$ cat src/rtl/program_loader_pkg.sv
// Shared constants and state encoding for the boot-time program loader.
package program_loader_pkg;

    localparam int         DEFAULT_ROM_ADDRESS_BITWIDTH = 14;
    localparam logic [7:0] LOADER_ACK                   = 8'h06;
    localparam logic [7:0] LOADER_NAK                   = 8'h15;
    localparam int         LOADER_HEADER_BYTES          = 4;

    typedef enum logic [2:0] {
        LOADER_STATE_IDLE     = 3'd0,
        LOADER_STATE_HEADER   = 3'd1,
        LOADER_STATE_PAYLOAD  = 3'd2,
        LOADER_STATE_CHECKSUM = 3'd3,
        LOADER_STATE_SEND_ACK = 3'd4,
        LOADER_STATE_SEND_NAK = 3'd5,
        LOADER_STATE_DONE     = 3'd6,
        LOADER_STATE_ERROR    = 3'd7
    } loader_state_e;

endpackage

$ cat src/rtl/program_loader_word_assembler.sv
// Shifts bytes into little-endian 32-bit words and keeps the payload XOR.
import program_loader_pkg::*;

module program_loader_word_assembler (
    input  logic        clk,
    input  logic        reset_n,
    input  logic        byte_en_i,
    input  logic        xor_en_i,
    input  logic [7:0]  byte_i,
    output logic [31:0] word_o,
    output logic        last_byte_o,
    output logic [7:0]  xor_o
);

    logic [23:0] word_q;
    logic [1:0]  cnt_q;
    logic [7:0]  xor_q;

    // Word including the byte on the input this cycle; complete when last_byte_o.
    assign word_o      = {byte_i, word_q};
    assign last_byte_o = (cnt_q == 2'(LOADER_HEADER_BYTES - 1));
    assign xor_o       = xor_q;

    // Byte shift-in, position counter and running checksum.
    always_ff @(posedge clk) begin
        if (!reset_n) begin
            word_q <= '0;
            cnt_q  <= '0;
            xor_q  <= '0;
        end else if (byte_en_i) begin
            word_q <= word_o[31:8];
            cnt_q  <= cnt_q + 2'd1;
            if (xor_en_i) xor_q <= xor_q ^ byte_i;
        end
    end

endmodule

$ cat src/rtl/program_loader.sv
// Boot loader: header/payload/checksum parser that writes the instruction ROM
// and keeps the CPU in reset until the image is verified.
import program_loader_pkg::*;

module program_loader #(
    parameter int ROM_ADDRESS_BITWIDTH = DEFAULT_ROM_ADDRESS_BITWIDTH
) (
    input  logic                            clk,
    input  logic                            reset_n,
    input  logic [7:0]                      rx_data,
    input  logic                            rx_valid,
    output logic                            rx_ready,
    output logic [7:0]                      tx_data,
    output logic                            tx_valid,
    input  logic                            tx_ready,
    output logic                            rom_wren,
    output logic [ROM_ADDRESS_BITWIDTH-1:0] rom_write_address,
    output logic [31:0]                     rom_write_data,
    output logic                            cpu_reset_n,
    output logic                            done,
    output logic                            error
);

    localparam int AW        = ROM_ADDRESS_BITWIDTH;
    localparam int MAX_WORDS = 2 ** (AW - 2);

    loader_state_e   state_q, state_d;
    logic [AW-2:0]   word_idx_q, word_idx_d;
    logic [AW-2:0]   word_total_q, word_total_d;
    logic            rom_wren_q;
    logic [AW-1:0]   rom_addr_q;
    logic [31:0]     rom_data_q;
    logic            tx_valid_q;
    logic [7:0]      tx_data_q;
    logic            wr_fire;
    logic            accept;
    logic            asm_en;
    logic            asm_xor_en;
    logic [31:0]     asm_word;
    logic            asm_last;
    logic [7:0]      asm_xor;

    assign rx_ready   = (state_q == LOADER_STATE_HEADER) || (state_q == LOADER_STATE_PAYLOAD) ||
                        (state_q == LOADER_STATE_CHECKSUM);
    assign accept     = rx_valid && rx_ready;
    assign asm_en     = accept && ((state_q == LOADER_STATE_HEADER) || (state_q == LOADER_STATE_PAYLOAD));
    assign asm_xor_en = (state_q == LOADER_STATE_PAYLOAD);

    program_loader_word_assembler u_asm (
        .clk         (clk),
        .reset_n     (reset_n),
        .byte_en_i   (asm_en),
        .xor_en_i    (asm_xor_en),
        .byte_i      (rx_data),
        .word_o      (asm_word),
        .last_byte_o (asm_last),
        .xor_o       (asm_xor)
    );

    // Next-state logic; header length is checked against capacity before any write.
    always_comb begin
        state_d      = state_q;
        word_idx_d   = word_idx_q;
        word_total_d = word_total_q;
        wr_fire      = 1'b0;
        unique case (state_q)
            LOADER_STATE_IDLE: state_d = LOADER_STATE_HEADER;
            LOADER_STATE_HEADER: begin
                if (accept && asm_last) begin
                    if (asm_word == 32'd0) begin
                        state_d = LOADER_STATE_CHECKSUM;
                    end else if (asm_word > 32'(MAX_WORDS)) begin
                        state_d = LOADER_STATE_SEND_NAK;
                    end else begin
                        word_total_d = asm_word[AW-2:0];
                        state_d      = LOADER_STATE_PAYLOAD;
                    end
                end
            end
            LOADER_STATE_PAYLOAD: begin
                if (accept && asm_last) begin
                    wr_fire    = 1'b1;
                    word_idx_d = word_idx_q + 1'b1;
                    if (word_idx_d == word_total_q) state_d = LOADER_STATE_CHECKSUM;
                end
            end
            LOADER_STATE_CHECKSUM: begin
                if (accept) state_d = (rx_data == asm_xor) ? LOADER_STATE_SEND_ACK : LOADER_STATE_SEND_NAK;
            end
            LOADER_STATE_SEND_ACK: if (tx_ready) state_d = LOADER_STATE_DONE;
            LOADER_STATE_SEND_NAK: if (tx_ready) state_d = LOADER_STATE_ERROR;
            default: state_d = state_q;
        endcase
    end

    // State, counters, ROM write register and TX status register.
    always_ff @(posedge clk) begin
        if (!reset_n) begin
            state_q      <= LOADER_STATE_IDLE;
            word_idx_q   <= '0;
            word_total_q <= '0;
            rom_wren_q   <= 1'b0;
            rom_addr_q   <= '0;
            rom_data_q   <= '0;
            tx_valid_q   <= 1'b0;
            tx_data_q    <= '0;
        end else begin
            state_q      <= state_d;
            word_idx_q   <= word_idx_d;
            word_total_q <= word_total_d;
            rom_wren_q   <= wr_fire;
            if (wr_fire) begin
                rom_addr_q <= {word_idx_q[AW-3:0], 2'b00};
                rom_data_q <= asm_word;
            end
            tx_valid_q <= (state_d == LOADER_STATE_SEND_ACK) || (state_d == LOADER_STATE_SEND_NAK);
            tx_data_q  <= (state_d == LOADER_STATE_SEND_ACK) ? LOADER_ACK :
                          (state_d == LOADER_STATE_SEND_NAK) ? LOADER_NAK : 8'h00;
        end
    end

    assign rom_wren          = rom_wren_q;
    assign rom_write_address = rom_addr_q;
    assign rom_write_data    = rom_data_q;
    assign tx_valid          = tx_valid_q;
    assign tx_data           = tx_data_q;
    assign cpu_reset_n       = (state_q == LOADER_STATE_DONE);
    assign done              = (state_q == LOADER_STATE_DONE);
    assign error             = (state_q == LOADER_STATE_ERROR);

endmodule

$ cat config.mk
export PLATFORM = sky130hd
export DESIGN_NAME = program_loader
export DESIGN_NICKNAME = d
export VERILOG_FILES = /design/src/rtl/program_loader_pkg.sv /design/src/rtl/program_loader_word_assembler.sv /design/src/rtl/program_loader.sv
export SDC_FILE = /design/constraint.sdc
export NUM_CORES = 1
export LEC_CHECK = 0
export ABC_AREA = 1
export CAP_MARGIN = 0
export CORE_UTILIZATION = 54
export DETAILED_ROUTE_END_ITERATION = 7
export PLACE_DENSITY = 0.89
export SLEW_MARGIN = 30
export SYNTH_ARGS = -nofsm -noshare
export SYNTH_HDL_FRONTEND = slang
export SYNTH_HIERARCHICAL = 1
export SYNTH_SLANG_ARGS = --single-unit
$ cat constraint.sdc
create_clock -name clk -period 2.5 [get_ports clk]
set_clock_uncertainty 0.2 [all_clocks]
set_input_delay 0.5 -clock clk [delete_from_list [all_inputs] [get_ports clk]]
set_output_delay 0.5 -clock clk [all_outputs]
set_load 0.01 [all_outputs]
---- Yosys cells after proc, flatten, opt, wreduce, memory -nomap -nowiden ----
Cells that the tools add are included.
word-level totals
  register bits ........................... 114
  bits of input ports ..................... 12
  output and inout port bits .............. 60
  word-level logic and storage cells ...... 57
operators by class
  add/subtract/negate cells ............... 2
  magnitude comparators ................... 1
  eq/ne operators ......................... 12
  multiplexer cells ....................... 14
  bitwise logic cells ..................... 4
  reductions and logical operators ........ 12
operators by type and width
  cell                     count
  $gt A32 B13 Y1 const B   1
  $logic_not A32 Y1        1
  $mux W3                  9
  $eq A3 B3 Y1 const B     6
  $pmux W3 S6              1
  $add A13 B1 Y13 const B  1
  $eq A13 B13 Y1           1
  $eq A8 B8 Y1             1
  $xor A8 B8 Y8            1
  $eq A3 B2 Y1 const B     2
  $mux W5                  1
  $reduce_and A2 Y1        2
  $reduce_and A4 Y1        1
  $eq A3 B1 Y1 const B     1
  $logic_and A1 B1 Y1      3
  $logic_not A3 Y1         1
  $logic_or A1 B1 Y1       3
  $mux W1                  3
  $not A1 Y1               3
  $add A2 B1 Y2 const B    1
  $eq A2 B2 Y1 const B     1
  $reduce_or A2 Y1         1

---- Longest topological paths before layout ----
  depth in word-level cells ............... 10
  gate-level depth with buffers ........... 14
  depth with buffers taken out ............ 14

---- By module ----
Netlist, hierarchy kept.
modules (own cells, without submodules)
  module                         instances  cells each  area an instance (µm²)
  program_loader                 1          506         3577.2
  program_loader_word_assembler  1          179         1351.3

---- Least setup slack after synthesis ----
Ideal clock, no wire load.
  path kind ............................... input -> register
  start ................................... input rx_data[0]
  end ..................................... register word_total_q[10]
  arrival ................................. 1598 ps
  required time ........................... 2184 ps
  setup slack ............................. 586 ps
  stages .................................. 10
  cells stage by stage .................... buf_4 > nor2_1 > nand4_1 > nor2_1 > nand4_2 > nor2_4 > inv_4 > buf_6 > nor2_1 > nor2_1
between the ends
  word-level cells in the longest chain between the ends .. 3
  elaborated cells on any way between the ends .. 5
  classes of those cells .................. order compare (1); bitwise (2); reduce/logical (2)
ends and longest elaborated chain
  item                                                        RTL line                                    source
  from (decl)                                                 program_loader.sv:10                        input logic [7:0] rx_data,
  $gt A32 B13 Y1 / $logic_not A32 Y1 (equally long branches)  program_loader.sv:72, program_loader.sv:70
  $not A1 Y1 (no source line)                                 -
  $reduce_and A4 Y1 (no source line) (*)                      -
  to (signal assigned)                                        program_loader.sv:110                       word_total_q <= word_total_d;
  to (decl)                                                   program_loader.sv:29                        logic [AW-2:0] word_total_q, word_total_d;
Mark *: on every way between the ends. The rest lies on a longest branch, timed or not.
A chain may end at the register's enable or synchronous reset.

---- Worst setup path after layout ----
  start ................................... register state_q[1]
  end ..................................... output error
between the ends
  word-level cells in the longest chain between the ends .. 1
ends and longest elaborated chain
  item                    RTL line               source
  from (decl)             program_loader.sv:27   loader_state_e state_q, state_d;
  from (signal assigned)  program_loader.sv:108  state_q <= state_d;
  $eq A3 B3 Y1            program_loader.sv:129  assign error = (state_q == LOADER_STATE_ERROR);
  to (decl)               program_loader.sv:21   output logic error
No other way between the ends.

==> impl_metrics.tcl <==
set metrics [dict create \
    status "completed" \
    ys.warnings.count 6 \
    cts-hold-fix-buffers 0 \
    drive_gt1_frac 0.07018 \
    cp_max_fo 6 \
    areaGrowthSynthToFinish_pct 17.42 \
    overflow 0 \
    clock_sinks 111 \
    first_iter_violations 316 \
    path_clk_slew_ns 0.09 \
    grt_pass1_wl_mm 19.33 \
    drt_first_pass_iters 5 \
    final_hold_viol_count 0 \
    syn_area_per_cell_um2 7.195 \
    grt_pass1_vias 4357 \
    power_density_nw_per_um2 532.1 \
    ir_drop_v 0.0003136 \
    min-delay-path-class "reg -> reg" \
    fin_tns_setup_ns 0 \
    post_cts_buffers 0 \
    avgViaCountPerCell 5.335 \
    finalCritPeriodShare 0.9419 \
    insertedDiodeCount 0 \
    post-route-min-period_ns 2.355 \
    synthCells 685 \
    nets 752 \
    worst_setup_path_start_kind "register" \
    fmax_mhz 424.7 \
    place_hpwl_mm 8.049 \
    leakagePower_uw 0.002559 \
    synth_flop_cell "dfxtp_1" \
    worst_ep_required_time_ns 1.80 \
    async_flop_share 0 \
    cts-root-buf "clkbuf_8" \
    syn_area_um2 4928 \
    final_antenna_net_count 0 \
    report.final.slew_viol_count 0 \
    setup_viol 0 \
    ios 72 \
    synthTopCellsByCount "nor2_1 (174), dfxtp_1 (111), nand2_1 (98)" \
    synth.top_cells.by_area "dfxtp_1 (45%), nor2_1 (13%), o21ai_0 (9.0%)" \
    synth-seq-area-share 0.4509 \
    hold_ws_ns 0.2787 \
    die_h_um 97.54 \
    htreeDepth 3 \
    drt-total-wl_mm 11.28 \
    grt_use_total 0.2448 \
    core_um2 8763 \
    synth.most_common_cell "nor2_1" \
    clk_path_buf_depth 2 \
    synth_edf_count 0 \
    yosysTopAreaCell "dfxtp_1" \
    gp_congestion 0.8238 \
    dieArea_um2 9513 \
    wire_per_inst_um 13.29 \
    ys_types 37 \
    end_kind "primary output" \
    synth_top_area_share 0.4509 \
    vias 4529 \
    die_x_um 97.54 \
    ys_seq_elements 111 \
    cap_violations 0 \
    critPathKind "reg -> out" \
    fill_cells 718 \
    cts_tree "built" \
    arrival_ns 1.65 \
    clk-insertion-delay-late_ns 0.37 \
    antenna_found_initial 0 \
    cts_buffers 9 \
    drc 0 \
    rsz0062_at_grt "false" \
    ctsResizeCount 0 \
    initial_core_util 0.5624 \
    num_rows 34 \
    port_buffers 65 \
    grt_max_degree 49 \
]
==> critical path, stage by stage (launching register included) <==
cell	delay [ns]
dfxtp_1	0.44
nand2_1	0.14
nor2_1	0.15
clkdlybuf4s50_1	0.55
==> power by group <==
group	internal [uW]	switching, uW
clock	480	562
combinational	77.8	127
sequential	1800	36.2
==> registers in the layout, indices dropped and copies added, names as in the netlist <==
name / count
state_q: 3
u_asm/cnt_q: 2
rom_wren: 1
tx_valid: 1
word_idx_q: 13
rom_write_address: 12
u_asm/xor_o: 8
word_total_q: 13
u_asm/word_q: 24
rom_write_data: 32
tx_data: 2
==> routing by layer <==
layer | GRT usage | wire length (um) | vias to the layer above
met5 | 0 | 0 | -
met3 | 0.05396 | 735 | 29
met2 | 0.4153 | 5554 | 163
li1 | - | - | 2264
met1 | 0.2986 | 4738 | 2073
met4 | 0.1029 | 255 | 0
==> layout by cell type, fill, tap and decap left out, types with 6 or more instances in the layout <==
cell | netlist | routed
clkbuf_8 | 0 | 10
nor2_1 | 174 | 173
nor2_2 | 5 | 6
buf_4 | 19 | 15
nand4_1 | 8 | 8
xnor2_1 | 7 | 7
conb_1 | 1 | 6
nand3_1 | 26 | 26
inv_1 | 48 | 48
nand2_1 | 98 | 98
clkdlybuf4s50_1 | 0 | 64
o21ai_0 | 89 | 89
a21oi_1 | 40 | 40
dfxtp_1 | 111 | 111
==> path summary, 6_finish.rpt <==
path                            cells past startpoint             from         endpoint  slack [ns]
worst max-delay path                                3       state_q[1]            error        0.15
worst max register to register                     11    word_idx_q[0]       state_q[0]        0.35
worst min-delay path                                2  word_total_q[8]  word_total_q[8]        0.28
worst min register to register                      2  word_total_q[8]  word_total_q[8]        0.28
==> cell type report <==
cell class	count	area [um^2]	share of cell area
Multi-Input combinational cell	480	2240	0.3870
Tap cell	108	135.1	0.02335
Clock inverter	3	45.04	0.007784
Inverter	54	205.2	0.03546
Clock buffer	11	141.4	0.02443
Sequential cell	111	2222	0.3840
Timing Repair Buffer	82	798.3	0.1379
==> through the flow <==
step / util / setup WS (ns) / instance area (um^2) / std cells / total power, uW
2_1_floorplan: - / 0.5862 / 4947 / 690 / 2007
3_3_place_gp: 0.6391 / 0.08064 / 5600 / 835 / 2060
3_5_place_dp: 0.6391 / 0.06112 / 5600 / 835 / 2073
4_1_cts: 0.6603 / 0.1425 / 5787 / 849 / 3086
5_1_grt: 0.6603 / 0.04828 / 5787 / 849 / 3212
6_report: 0.6603 / 0.1453 / 5787 / 849 / 3079
==> kinds of logic after synthesis <==
logic type / after synthesis / share of synthesized area
AOI/OAI and AO/OA: 134 / 0.1391
and+or+nand+nor: 325 / 0.2765
adders and majority gates: 2 / 0.005077
other: 1 / 0.0007609
buffers and inverters: 99 / 0.09901
DFF: 111 / 0.4509
xor gates and xnor gates: 13 / 0.02869
Note: power is estimated with default switching activity, not from simulation.
